### src/rtl/jh_rf_meas_seq.sv
// ---------------------------------------------------------------------------
// jh_rf_meas_seq
//
// Measurement sequencer for the RF-signal capture engine. One host request
// runs a burst of 2**NUM_AVG_LOG2 back-to-back captures. Each capture raises
// rf_start (engine start + RF generator enable), waits for the engine done
// flag (rfsig_state), takes the Vpp result, waits for the flag to clear, and
// then idles GAP_CYCLES cycles with RF off. After the last capture the
// truncated mean and the peak Vpp are published with a one-cycle meas_done.
//
// Optional feature macro: JH_SEQ_TIMEOUT_EN
//   defined   : RUN/DRAIN are bounded by TIMEOUT_CYCLES; expiry goes to ERR
//               and raises the sticky meas_err flag (18-bit timer).
//   undefined : RUN/DRAIN wait indefinitely, meas_err is tied low and the
//               timer is only used to time the gap (16-bit timer).
//
// Ports
//   CLOCK_65     in   65 MHz ADC clock, all logic on posedge
//   rst_n        in   asynchronous active-low reset
//   meas_start   in   one-cycle request, accepted only in IDLE with
//                     rfsig_state low
//   meas_abort   in   level, stops any active measurement
//   rfsig_state  in   engine done flag, Vpp valid while high
//   Vpp[15:0]    in   engine peak-to-peak result
//   rf_start     out  engine start_write / RF generator enable
//   busy         out  high whenever the sequencer is not idle
//   meas_done    out  one-cycle pulse on measurement completion
//   meas_err     out  timeout flag, sticky until the next accepted start
//   vpp_avg      out  mean Vpp of the last completed measurement
//   vpp_peak     out  maximum Vpp of the last completed measurement
// ---------------------------------------------------------------------------
module jh_rf_meas_seq #(
  parameter int NUM_AVG_LOG2   = 3,
  parameter int GAP_CYCLES     = 650,
  parameter int TIMEOUT_CYCLES = 131072
) (
  input  logic        CLOCK_65,
  input  logic        rst_n,
  input  logic        meas_start,
  input  logic        meas_abort,
  input  logic        rfsig_state,
  input  logic [15:0] Vpp,
  output logic        rf_start,
  output logic        busy,
  output logic        meas_done,
  output logic        meas_err,
  output logic [15:0] vpp_avg,
  output logic [15:0] vpp_peak
);

  localparam int AW = 16 + NUM_AVG_LOG2;  // accumulator cannot overflow
  localparam int CW = NUM_AVG_LOG2 + 1;   // must hold the full capture count
`ifdef JH_SEQ_TIMEOUT_EN
  localparam int TW = 18;
`else
  localparam int TW = 16;
`endif

  localparam logic [CW-1:0] N_CAPS   = CW'(2 ** NUM_AVG_LOG2);
  localparam logic [TW-1:0] GAP_LAST = TW'(GAP_CYCLES - 1);
  localparam logic [TW-1:0] TMR_MAX  = {TW{1'b1}};

  typedef enum logic [2:0] {
    IDLE   = 3'd0,
    RUN    = 3'd1,
    DRAIN  = 3'd2,
    GAP    = 3'd3,
    FINISH = 3'd4,
    ERR    = 3'd5,
    ABORT  = 3'd6
  } state_t;

  state_t         state_r;
  state_t         state_next_s;
  logic           start_s;        // accepted request: clear the burst
  logic           cap_s;          // capture Vpp this edge
  logic           fin_s;          // publish results this edge
  logic           timeout_hit_s;

  logic [AW-1:0]  acc_r;
  logic [CW-1:0]  cnt_r;
  logic [15:0]    peak_r;
  logic [TW-1:0]  timer_r;

  logic           rf_start_r;
  logic           busy_r;
  logic           meas_done_r;
  logic [15:0]    vpp_avg_r;
  logic [15:0]    vpp_peak_r;

  // Unsigned maximum of two 16-bit samples.
  function automatic logic [15:0] max_u16(input logic [15:0] a, input logic [15:0] b);
    if (a > b) begin
      max_u16 = a;
    end else begin
      max_u16 = b;
    end
  endfunction

`ifdef JH_SEQ_TIMEOUT_EN
  localparam logic [TW-1:0] TO_LAST = TW'(TIMEOUT_CYCLES - 1);
  assign timeout_hit_s = (timer_r == TO_LAST);
`else
  assign timeout_hit_s = 1'b0;
`endif

  // State register.
  always_ff @(posedge CLOCK_65 or negedge rst_n) begin
    if (!rst_n) begin
      state_r <= IDLE;
    end else begin
      state_r <= state_next_s;
    end
  end

  // Next-state and per-edge datapath controls; abort overrides everything.
  always_comb begin
    state_next_s = state_r;
    start_s      = 1'b0;
    cap_s        = 1'b0;
    fin_s        = 1'b0;
    if (meas_abort && (state_r != IDLE) && (state_r != ABORT)) begin
      state_next_s = ABORT;
    end else begin
      case (state_r)
        IDLE: begin
          if (meas_start && !rfsig_state) begin
            state_next_s = RUN;
            start_s      = 1'b1;
          end else begin
            state_next_s = IDLE;
          end
        end
        RUN: begin
          // A result arriving on the last allowed cycle is still taken.
          if (rfsig_state) begin
            state_next_s = DRAIN;
            cap_s        = 1'b1;
          end else if (timeout_hit_s) begin
            state_next_s = ERR;
          end else begin
            state_next_s = RUN;
          end
        end
        DRAIN: begin
          if (!rfsig_state) begin
            if (cnt_r == N_CAPS) begin
              state_next_s = FINISH;
            end else begin
              state_next_s = GAP;
            end
          end else if (timeout_hit_s) begin
            state_next_s = ERR;
          end else begin
            state_next_s = DRAIN;
          end
        end
        GAP: begin
          if (timer_r == GAP_LAST) begin
            state_next_s = RUN;
          end else begin
            state_next_s = GAP;
          end
        end
        FINISH: begin
          state_next_s = IDLE;
          fin_s        = 1'b1;
        end
        ERR, ABORT: begin
          // Hold off until the engine has released its done flag.
          if (!rfsig_state) begin
            state_next_s = IDLE;
          end else begin
            state_next_s = state_r;
          end
        end
        default: begin
          state_next_s = IDLE;
        end
      endcase
    end
  end

  // Phase timer: restarts on every state change, saturates otherwise.
  always_ff @(posedge CLOCK_65 or negedge rst_n) begin
    if (!rst_n) begin
      timer_r <= {TW{1'b0}};
    end else if ((state_r == IDLE) || (state_next_s != state_r)) begin
      timer_r <= {TW{1'b0}};
    end else if (timer_r != TMR_MAX) begin
      timer_r <= timer_r + TW'(1);
    end else begin
      timer_r <= timer_r;
    end
  end

  // Burst accumulator, capture counter and running peak.
  always_ff @(posedge CLOCK_65 or negedge rst_n) begin
    if (!rst_n) begin
      acc_r  <= {AW{1'b0}};
      cnt_r  <= {CW{1'b0}};
      peak_r <= 16'h0000;
    end else if (start_s) begin
      acc_r  <= {AW{1'b0}};
      cnt_r  <= {CW{1'b0}};
      peak_r <= 16'h0000;
    end else if (cap_s) begin
      acc_r  <= acc_r + {{NUM_AVG_LOG2{1'b0}}, Vpp};
      cnt_r  <= cnt_r + CW'(1);
      peak_r <= max_u16(peak_r, Vpp);
    end else begin
      acc_r  <= acc_r;
      cnt_r  <= cnt_r;
      peak_r <= peak_r;
    end
  end

  // Registered control outputs and published results.
  always_ff @(posedge CLOCK_65 or negedge rst_n) begin
    if (!rst_n) begin
      rf_start_r  <= 1'b0;
      busy_r      <= 1'b0;
      meas_done_r <= 1'b0;
      vpp_avg_r   <= 16'h0000;
      vpp_peak_r  <= 16'h0000;
    end else begin
      rf_start_r  <= (state_next_s == RUN);
      busy_r      <= (state_next_s != IDLE);
      meas_done_r <= fin_s;
      if (fin_s) begin
        // Dropping the low bits of the sum is the truncating mean.
        vpp_avg_r  <= acc_r[AW-1:NUM_AVG_LOG2];
        vpp_peak_r <= peak_r;
      end else begin
        vpp_avg_r  <= vpp_avg_r;
        vpp_peak_r <= vpp_peak_r;
      end
    end
  end

`ifdef JH_SEQ_TIMEOUT_EN
  logic meas_err_r;

  // Sticky timeout flag, cleared only by an accepted request.
  always_ff @(posedge CLOCK_65 or negedge rst_n) begin
    if (!rst_n) begin
      meas_err_r <= 1'b0;
    end else if (start_s) begin
      meas_err_r <= 1'b0;
    end else if ((state_next_s == ERR) && (state_r != ERR)) begin
      meas_err_r <= 1'b1;
    end else begin
      meas_err_r <= meas_err_r;
    end
  end

  assign meas_err = meas_err_r;
`else
  assign meas_err = 1'b0;
`endif

  assign rf_start  = rf_start_r;
  assign busy      = busy_r;
  assign meas_done = meas_done_r;
  assign vpp_avg   = vpp_avg_r;
  assign vpp_peak  = vpp_peak_r;

endmodule
### config.mk
export PLATFORM = sky130hd
export DESIGN_NAME = jh_rf_meas_seq
export DESIGN_NICKNAME = d
export VERILOG_FILES = /design/src/rtl/jh_rf_meas_seq.sv
export SDC_FILE = /design/constraint.sdc
export NUM_CORES = 1
export LEC_CHECK = 0
export CORE_MARGIN = 2
export CORE_UTILIZATION = 55
export DETAILED_ROUTE_END_ITERATION = 10
export PLACE_DENSITY = 0.89
export SETUP_SLACK_MARGIN = 0.15
export SLEW_MARGIN = 20
export SYNTH_ARGS = -nofsm -noshare
export SYNTH_HDL_FRONTEND = slang
export SYNTH_SLANG_ARGS = --single-unit
### constraint.sdc
create_clock -name CLOCK_65 -period 2.8 [get_ports CLOCK_65]
set_input_delay 0.56 -clock CLOCK_65 [delete_from_list [all_inputs] [get_ports CLOCK_65]]
set_output_delay 0.56 -clock CLOCK_65 [all_outputs]
set_load 0.01 [all_outputs]
==> impl_metrics.ini <==
[placement]
io_buffer_count = 55
place_congestion = 0.962
hpwlAfterDp_microns = 8890
post-place-ws_ns = -0.408

[clock_tree]
cts_buffers = 9
clk_latency_ns = 0.38
ctsRootBufferMaster = clkbuf_8
ctsHoldBuffers = 0
clkSinkCount = 93
h-tree-depth = 3
clockBufferDepth = 2
path_clk_slew_ns = 0.11
cts_tree = yes

[layout]
synthToLayoutAreaGrowth_pct = 25.8
insertedDiodeCount = 0
fin_util_pct = 70.8
drive_above_1_share_pct = 21.6
fin_nets = 649
layout_common_cells = dfrtp_1 (93), buf_4 (53), clkdlybuf4s50_1 (43)
final_common_cell = dfrtp_1

[yosys]
yosysTopAreaCell = dfrtp_1
async_reset_ff_share_pct = 100
synth.avg_cell_area_sq_um = 10.6
ys_seq_area_share_pct = 45.0
synth_cells = 486
yosys.cell_types.count = 59
yosysWarnings = 0
synth_ff_type = dfrtp_1
synth_top_area_share_pct = 45.0
netlist_area_sq_mm = 0.00517
synth.area.top_cells = dfrtp_1 (45%), ha_1 (8.7%), mux2_2 (7.2%)
syn-num-nets = 544
ys_ff_latch = 93
synth_edf_count = 0

[worst_setup_path]
path_class = in -> reg
crit_required_ns = 3.11
end_kind = register
timing.critical_path.from_type = primary input
worst_ep_arrival_time_ns = 3.03
crit_chain = clkdlybuf4s50_1 > inv_1 > ha_1 > and4_1 > nand3_1 > o31a_1 > buf_4 > a211oi_4 > clkbuf_16 > a22o_1
path_max_fanout = 8
critical-path-top-delay-family = buffers and inverters
crit_buf_inv = 4
cp_slowest_cell = clkdlybuf4s50_1
max_stage_delay_ns = 0.55

[timing]
fin_skew_ns = 0.0206
clock.fmax_mhz = 368
timing.hold.ws_ns = 0.157
worst_slew_pin_slew_ns = 0.663
worst_slack_ns = 0.0811
rsz0062_at_grt = false
maxSlewViolCount = 0
report.final.hold_viol_count = 0
fin_crit_sh_pct = 97.1
period_minus_slack_ns = 2.72
max_slew_margin_pct = 55.6
setup_violations = 0

[detailed_routing]
dr.pass1.iters = 5
first_iter_violations = 255
vias = 4378
routedWlPerCell_microns = 18.3
final_antenna_net_count = 0
drc = 0
viasPerCell = 6.19
wl_microns = 13000

[global_routing]
grt_use_total_pct = 25.7
overflow = 0
grt_pass1_vias = 4318
grt_pass1_wl_microns = 20600
antenna_found_initial = 0
grt_max_degree = 51

[floorplan]
pin_count = 57
chipHeight_microns = 101
initial_core_util_pct = 56.2
die_w_microns = 101
die_area_sq_mm = 0.0102
core-area_sq_mm = 0.00920
rows = 35

[min_path]
hold_class = in -> async

[run_status]
status = completed

[power]
ir_drop_v = 0.000488
powerDensity_mw_per_mm2 = 798
total_leakage_power_nw = 3.21

[run]
drv_cap = 0
## kinds of logic after synthesis
| kind of cell | count (synthesis) | share of synthesized area, % |
|---|---|---|
| flops | 93 | 45.0 |
| mux | 34 | 7.38 |
| fa+ha+maj | 37 | 9.10 |
| compound gates | 125 | 17.7 |
| xor+xnor | 24 | 4.06 |
| buf+inv | 42 | 3.58 |
| simple gates | 130 | 13.2 |
| other cells | 1 | 0.0725 |
## through the flow
| stage | area, sq um | power (W) | cells | setup TNS [ns] |
|---|---|---|---|---|
| detailed placement | 6210 | 0.00425 | 686 | -7.52 |
| finish | 6510 | 0.00519 | 707 | 0 |
| CTS | 6410 | 0.00513 | 703 | 0 |
| global route | 6510 | 0.00551 | 707 | 0 |
| global placement | 6210 | 0.00411 | 686 | -6.01 |
| floorplan | 5170 | 0.00330 | 486 | 0 |
## what timing repair did
action                     4_1_cts  5_1_grt
resized for setup                9       13
pin swaps                        8        7
buffers inserted                 0        3
setup endpoints to repair       19       18
cloned                           1        1
## state kept, by name (all words and copies together), names as in the netlist
| name | flops |
|---|---|
| acc_r | 19 |
| peak_r | 16 |
| meas_done | 1 |
| cnt_r | 4 |
| rf_start | 1 |
| timer_r | 16 |
| vpp_peak | 16 |
| vpp_avg | 16 |
| busy | 1 |
| state_r | 3 |
## path summary, 6_finish.rpt
path / startpoint / to / slack (ns) / cells past startpoint
worst max-delay path: Vpp[12] / peak_r[4] / 0.08 / 10
worst min-delay path: rst_n / vpp_avg[1] / 0.16 / 1
worst max register to register: peak_r[9] / peak_r[15] / 0.25 / 9
worst min register to register: vpp_avg[8] / vpp_avg[8] / 0.51 / 1
max in group asynchronous: rst_n / busy / 1.97 / 2
min in group CLOCK_65: vpp_avg[8] / vpp_avg[8] / 0.51 / 1
## layout make-up
| type | instances | area (sq um) |
|---|---|---|
| multi-input combinational | 352 | 2740 |
| fill | 600 | 2690 |
| sequential | 93 | 2330 |
| timing repair buffer | 111 | 1030 |
| tap | 111 | 139 |
| clock buffer | 9 | 124 |
| inverter | 24 | 90.1 |
| clock inverter | 7 | 56.3 |
## Yosys cell counts, types with 9 or more instances
| cell | count |
|---|---|
| xor2_1 | 14 |
| o21a_1 | 9 |
| xnor2_1 | 10 |
| a21o_1 | 17 |
| nor2_1 | 26 |
| nand3_1 | 9 |
| mux2_2 | 33 |
| o21ai_0 | 20 |
| a21oi_1 | 23 |
| nor3_1 | 10 |
| dfrtp_1 | 93 |
| nand2_1 | 31 |
| a22o_1 | 16 |
| inv_1 | 24 |
| nand4_1 | 11 |
| ha_1 | 36 |
## layer usage
layer	GRT usage [%]	vias up	part of all wire, %
met5	0	-	0
met4	8.94	0	3.6
met3	5.13	39	6.7
met2	41.4	186	48
met1	34.8	2152	41
li1	-	2001	-
## where the power goes
part / leakage, nW / total (W) / internal (W) / switching [W]
registers: 1.27 / 0.00201 / 0.00168 / 0.000330
clock network: 0.0963 / 0.000861 / 0.000337 / 0.000524
logic: 1.85 / 0.00232 / 0.00123 / 0.00109
## worst reg2reg max path, delay by kind of cell, from the launching register on
kind / cells / cell delay [ns]
AO/OA/AOI/OAI: 4 / 0.89
buffers and inverters: 2 / 0.38
flip-flops: 1 / 0.48
adder cells (fa/ha/maj): 1 / 0.31
AND/OR/NAND/NOR: 2 / 0.38
Note: power is estimated with default switching activity, not from simulation.
==> edit 1 (config.mk and constraints unchanged) <==
The option `JH_SEQ_TIMEOUT_EN` is turned on by a define.
--- a/src/rtl/jh_rf_meas_seq.sv
+++ b/src/rtl/jh_rf_meas_seq.sv
@@ -29,6 +29,8 @@
 //   vpp_avg      out  mean Vpp of the last completed measurement
 //   vpp_peak     out  maximum Vpp of the last completed measurement
 // ---------------------------------------------------------------------------
+`define JH_SEQ_TIMEOUT_EN
+
 module jh_rf_meas_seq #(
   parameter int NUM_AVG_LOG2   = 3,
   parameter int GAP_CYCLES     = 650,
Function: no difference found for any inputs over 10 cycles, from zero or initial values and one cycle with rst_n low; that may be too few to reach the edited logic, so the function may still have changed.
==> edit 1 against the unedited design <==
Sequential power rose by 6%; clock power grew 9.5%; clock skew decreased by 0.0042 ns; cell area grew 6.7%; synthesized cell count rose by 11%; routed wire length is 7.1% higher; combinational power increased by 20%; setup slack better by 0.012 ns; power rose by 13%; synthesized area rose by 5.8%; sequential cell count is 3 higher.
==> edit 1: results (changes against the unedited design) <==
Parameter                              Value

Run status
  Result of the run    finished, final reports clean (unchanged)

Final layout
  Antenna diodes    0 (unchanged)
  Filler Cell Count    678 (was 600)
  Number of nets in the final layout    696 (was 649)
  Proportion of layout cells with a drive suffix above 1    23.3% (was 21.6%)
  Largest registers    acc_r: 19 flops, timer_r: 18 flops

Route
  Antenna viol nets, final    0 (unchanged)
  Drt wl/cell    17.9 µm (was 18.3 µm)
  First-pass iteration count of the detailed router    5 (unchanged)
  Count of vias placed by the detailed router    4651 (was 4378)
  Detailed router's first-iteration violation count    232 (was 255)
  Routed via count divided by cell count    5.99 (was 6.19)

Yosys
  Netlist cell types    62 (was 59)
  Leading cell types by count after synthesis    dfrtp_1, nand2_1, o21ai_0 (was dfrtp_1, ha_1, mux2_2)
  Synth top area cells    dfrtp_1, ha_1, mux2_2 (unchanged)
  Count of yosys warnings during synthesis    0 (unchanged)
  Fraction of the yosys area taken by sequential cells    43.9% (was 45.0%)
  Share of synthesized registers carrying an async set or reset    100% (unchanged)
  Most instantiated flip-flop cell in the synthesis netlist    dfrtp_1 (unchanged)
  Net count of the mapped netlist    597 (was 544)
  Syn Area/Cell    10.1 µm² (was 10.6 µm²)

Clocking
  Maximum buffer depth of the clock tree    2 (unchanged)
  Register clock-pin slew on the reported worst setup and hold paths    0.11 ns (about the same)
  Root Buffer    clkbuf_8 (unchanged)
  Clock latency reported for the late side of the worst-skew pair    0.37 ns
  Num CTS Buffers    9 (unchanged)
  CTS H-Tree Depth    3 (unchanged)

STA
  Worst clock skew on the final layout    0.0164 ns (was 0.0206 ns)
  Worst max-slew margin expressed relative to the limit    63.0% (was 55.6%)

Placed design
  Cell total after placement    756 (was 686)
  Worst slack, placed    -0.720 ns (was -0.408 ns)
  Final HPWL from detailed placement    9.59 mm (was 8.89 mm)
  GPL Wtd Cong    0.925 (was 0.962)
  IO Port Bufs    56 (was 55)

Global route
  Tot GR Track Use    25.0% (was 25.7%)
  Via count of the first global-routing pass    4585 (was 4318)
  Number of antenna violations at the first check in global routing    0 (unchanged)
  First-pass GRT wire length    21.9 mm (was 20.6 mm)
  Pin count of the biggest net entering global routing    56 (was 51)

Pwr
  Maximum ir drop on the vdd rail    491 µV (was 488 µV)
  Switching Power    2280 µW (was 1940 µW)
  Leakage power total    0.00316 µW (was 0.00321 µW)

Worst setup path
  CP max FO    16 (was 8)
  Critical path data arrival time    2.96 ns (was 3.03 ns)

Hold path
  Type of the most critical hold path    in -> async (unchanged)
==> edit 1: power by group through the flow <==
stage	clock network [µW]	registers [µW]	logic (µW)
floorplan	0	2050	1590
global placement	0	2090	2310
detailed placement	0	2120	2440
CTS	955	2100	2510
global route	1010	2180	3010
finish	943	2130	2780
==> edit 1: final timing paths <==
kind,start,to,slack [ns],depth (start not counted)
worst min register to register,acc_r[18]$_DFFE_PN0P_,acc_r[18]$_DFFE_PN0P_,0.49,1
min in group CLOCK_65,acc_r[18]$_DFFE_PN0P_,acc_r[18]$_DFFE_PN0P_,0.49,1
worst max-delay path,Vpp[2],peak_r[7]$_DFFE_PN0P_,0.09,10
worst max register to register,peak_r[15]$_DFFE_PN0P_,peak_r[7]$_DFFE_PN0P_,0.20,8
max in group asynchronous,rst_n,timer_r[8]$_DFFE_PN0P_,1.94,2
worst min-delay path,rst_n,peak_r[9]$_DFFE_PN0P_,0.18,1
==> edit 1: cell type report <==
cell class / count / area (µm²) / area share (%)
repair buffers: 106 / 995 / 14.3
well taps: 133 / 166 / 2.40
inverters: 29 / 109 / 1.57
clock inverters: 7 / 78.8 / 1.13
flip-flops and latches: 96 / 2400 / 34.6
clock buffers: 9 / 124 / 1.78
multi-input cells: 396 / 3070 / 44.2
==> edit 1: what timing repair did <==
action,CTS,global route
setup buffers,1,3
resized for setup,9,35
pin swaps,4,9
endpoints found under the setup margin,19,24
==> edit 1: routing by layer <==
layer  wire length [µm]  global-route usage (%)  vias to the layer above
met5                  0                       0                        -
met4                468                    10.0                        0
met3                799                    4.85                       42
met2               7120                    43.4                      192
met1               5490                    30.7                     2263
li1                   -                       -                     2154
==> edit 1: critical path, cell delays in order <==
cell             delay [ns]
clkdlybuf4s50_1        0.49
inv_1                  0.08
ha_4                   0.28
nand3_2                0.08
or4_4                  0.56
o21ai_4                0.14
a21oi_2                0.06
or2_4                  0.27
buf_12                 0.16
a22o_1                 0.25
==> edit 1: cells by family after synthesis <==
family / synth area share [%]
flops: 43.9
fa+ha+maj: 8.60
compound gates: 14.8
mux: 7.71
simple gates: 17.5
buf+inv: 3.75
xor+xnor: 3.68
==> edit 1: stage by stage <==
step / instance area, µm² / util [%]
after floorplan: 5470 / -
after global placement: 6470 / 66.5
after detailed placement: 6470 / 66.5
after CTS: 6720 / 69.0
after global routing: 6950 / 71.4
final: 6950 / 71.4
==> edit 2 (config.mk and constraints unchanged) <==
Made on the original files. The output `meas_done` loses its register stage (`meas_done_r` becomes a continuous assignment).
--- a/src/rtl/jh_rf_meas_seq.sv
+++ b/src/rtl/jh_rf_meas_seq.sv
@@ -220,13 +220,11 @@
     if (!rst_n) begin
       rf_start_r  <= 1'b0;
       busy_r      <= 1'b0;
-      meas_done_r <= 1'b0;
       vpp_avg_r   <= 16'h0000;
       vpp_peak_r  <= 16'h0000;
     end else begin
       rf_start_r  <= (state_next_s == RUN);
       busy_r      <= (state_next_s != IDLE);
-      meas_done_r <= fin_s;
       if (fin_s) begin
         // Dropping the low bits of the sum is the truncating mean.
         vpp_avg_r  <= acc_r[AW-1:NUM_AVG_LOG2];
@@ -238,6 +236,8 @@
     end
   end
 
+  assign meas_done_r = fin_s;
+
 `ifdef JH_SEQ_TIMEOUT_EN
   logic meas_err_r;
 
Behaviour: no difference found for any inputs over 10 cycles, from zero or initial values and one cycle with rst_n low; that may be too few to reach the edited logic, so the function may still have changed.
==> edit 2 against the unedited design <==
Sequential share of layout area is 0.062 points lower; synthesized area is 0.48% lower; die area is 0.47% lower; setup slack better by 0.077 ns; clock skew is 0.0078 ns lower; routed wire length is 2.2% lower; cell area is 0.90% lower; count of clock-buffer cells in the layout stayed put; power is 1.3% higher; sequential cell count is 1 lower; largest cell class unchanged.
==> edit 2: results (changes against the unedited design) <==
Parameter                              Value

Worst setup path
  Critical path data arrival time    2.90 ns (was 3.03 ns)
  Worst reg2reg endpoint    acc_r[10]$_DFFE_PN0P_ (was peak_r[15]$_DFFE_PN0P_)
  Crit path max-delay family    compound AO/OA/AOI/OAI gates (was buffers and inverters)
  Reg2Reg Depth    8 (was 9)
  Reg-to-reg startpoint    acc_r[0]$_DFFE_PN0P_ (was peak_r[9]$_DFFE_PN0P_)
  Critical Path Max Stage Delay    0.51 ns (was 0.55 ns)
  FF-to-FF setup slack    0.34 ns (was 0.25 ns)
  CP max FO    8 (unchanged)
  Critical path endpoint    peak_r[14]$_DFFE_PN0P_ (was peak_r[4]$_DFFE_PN0P_)
  Startpoint of the worst setup timing path    Vpp[11] (was Vpp[12])

Route
  First-pass iteration count of the detailed router    6 (was 5)
  Detailed router's first-iteration violation count    273 (was 255)
  Count of vias placed by the detailed router    4286 (was 4378)

Placed design
  Worst slack, placed    -0.372 ns (was -0.408 ns)
  GPL Wtd Cong    0.932 (was 0.962)
  Final HPWL from detailed placement    9.04 mm (was 8.89 mm)

Global route
  Met1 Resource Use GR    34.4% (was 34.8%)
  GR met3 Demand/Resource    4.30% (was 5.13%)
  Pin count of the biggest net entering global routing    47 (was 51)
  Fraction of met2 tracks used by global routing    42.7% (was 41.4%)
  First-pass GRT wire length    20.8 mm (was 20.6 mm)
  Tot GR Track Use    26.0% (was 25.7%)

STA
  Worst clock skew on the final layout    0.0128 ns (was 0.0206 ns)
  Least-Margin Pin Slew    0.669 ns (was 0.663 ns)
  Max Clk Rate    379 MHz (was 368 MHz)

Run status
  Result of the run    finished, final reports clean (unchanged)

Yosys
  Fraction of the yosys area taken by sequential cells    44.7% (was 45.0%)
  Leading cell types by count after synthesis    dfrtp_1, ha_1, mux2_2 (unchanged)
  Synth top area cells    dfrtp_1, ha_1, mux2_2 (unchanged)
  Net count of the mapped netlist    543 (was 544)

Final layout
  Proportion of layout cells with a drive suffix above 1    21.6% (about the same)
  Filler Cell Count    603 (was 600)

Clocking
  CTS H-Tree Depth    3 (unchanged)
  Clock latency reported for the late side of the worst-skew pair    0.38 ns (about the same)

Pwr
  Leakage power total    0.00315 µW (was 0.00321 µW)
  Maximum ir drop on the vdd rail    450 µV (was 488 µV)
==> edit 2: power groups by stage <==
stage / sequential (µW) / combinational (µW) / clock, µW
after detailed placement: 2010 / 2210 / 0
after global placement: 1990 / 2110 / 0
after CTS: 1980 / 2250 / 969
final: 1990 / 2310 / 960
after global routing: 2040 / 2540 / 1010
after floorplan: 1950 / 1340 / 0
==> edit 2: kinds of logic (layout without fill, tap and decap cells) <==
| group | count (synthesis) | after routing | synth area share (%) |
|---|---|---|---|
| AO/OA/AOI/OAI | 125 | 126 | 17.7 |
| XOR/XNOR | 24 | 24 | 4.08 |
| adder cells (fa/ha/maj) | 37 | 37 | 9.14 |
| buffers and inverters | 42 | 149 | 3.60 |
| flip-flops | 92 | 92 | 44.7 |
| multiplexers | 34 | 34 | 7.41 |
| other | 1 | 1 | 0.0729 |
| AND/OR/NAND/NOR | 130 | 130 | 13.2 |
==> edit 2: how the worst min path moves through the flow <==
stage                                    to  slack (ns)  depth (start not counted)
floorplan              acc_r[0]$_DFFE_PN0P_        0.26                          0
global placement       acc_r[2]$_DFFE_PN0P_        0.48                          2
detailed placement  vpp_peak[8]$_DFFE_PN0P_        0.49                          1
CTS                  vpp_avg[6]$_DFFE_PN0P_        0.20                          1
global route         vpp_avg[6]$_DFFE_PN0P_        0.24                          1
finish               vpp_avg[6]$_DFFE_PN0P_        0.18                          1
==> edit 2: per-layer routing <==
metal | vias to the layer above | wire (µm)
li1 | 1988 | -
met1 | 2102 | 5450
met2 | 165 | 6170
met3 | 31 | 703
met4 | 0 | 351
met5 | - | 0
==> edit 2: what timing repair did <==
item	in CTS	in global routing
endpoints found under the hold margin	0	0
pin swaps	3	6
buffers inserted	0	3
setup endpoints to repair	19	23
gates resized for setup	8	10
gates cloned	1	0
==> edit 2: layout make-up <==
type,instances,share of cell area (%)
flip-flops and latches,92,35.7
multi-input cells,352,42.5
clock inverters,7,1.30
clock buffers,9,1.92
repair buffers,109,15.0
inverters,24,1.40
well taps,111,2.15
==> edit 2: metrics by stage <==
step / instance area (µm²) / std cells
finish: 6450 / 704
global route: 6450 / 704
CTS: 6380 / 701
detailed placement: 6150 / 684
global placement: 6150 / 684
floorplan: 5150 / 485
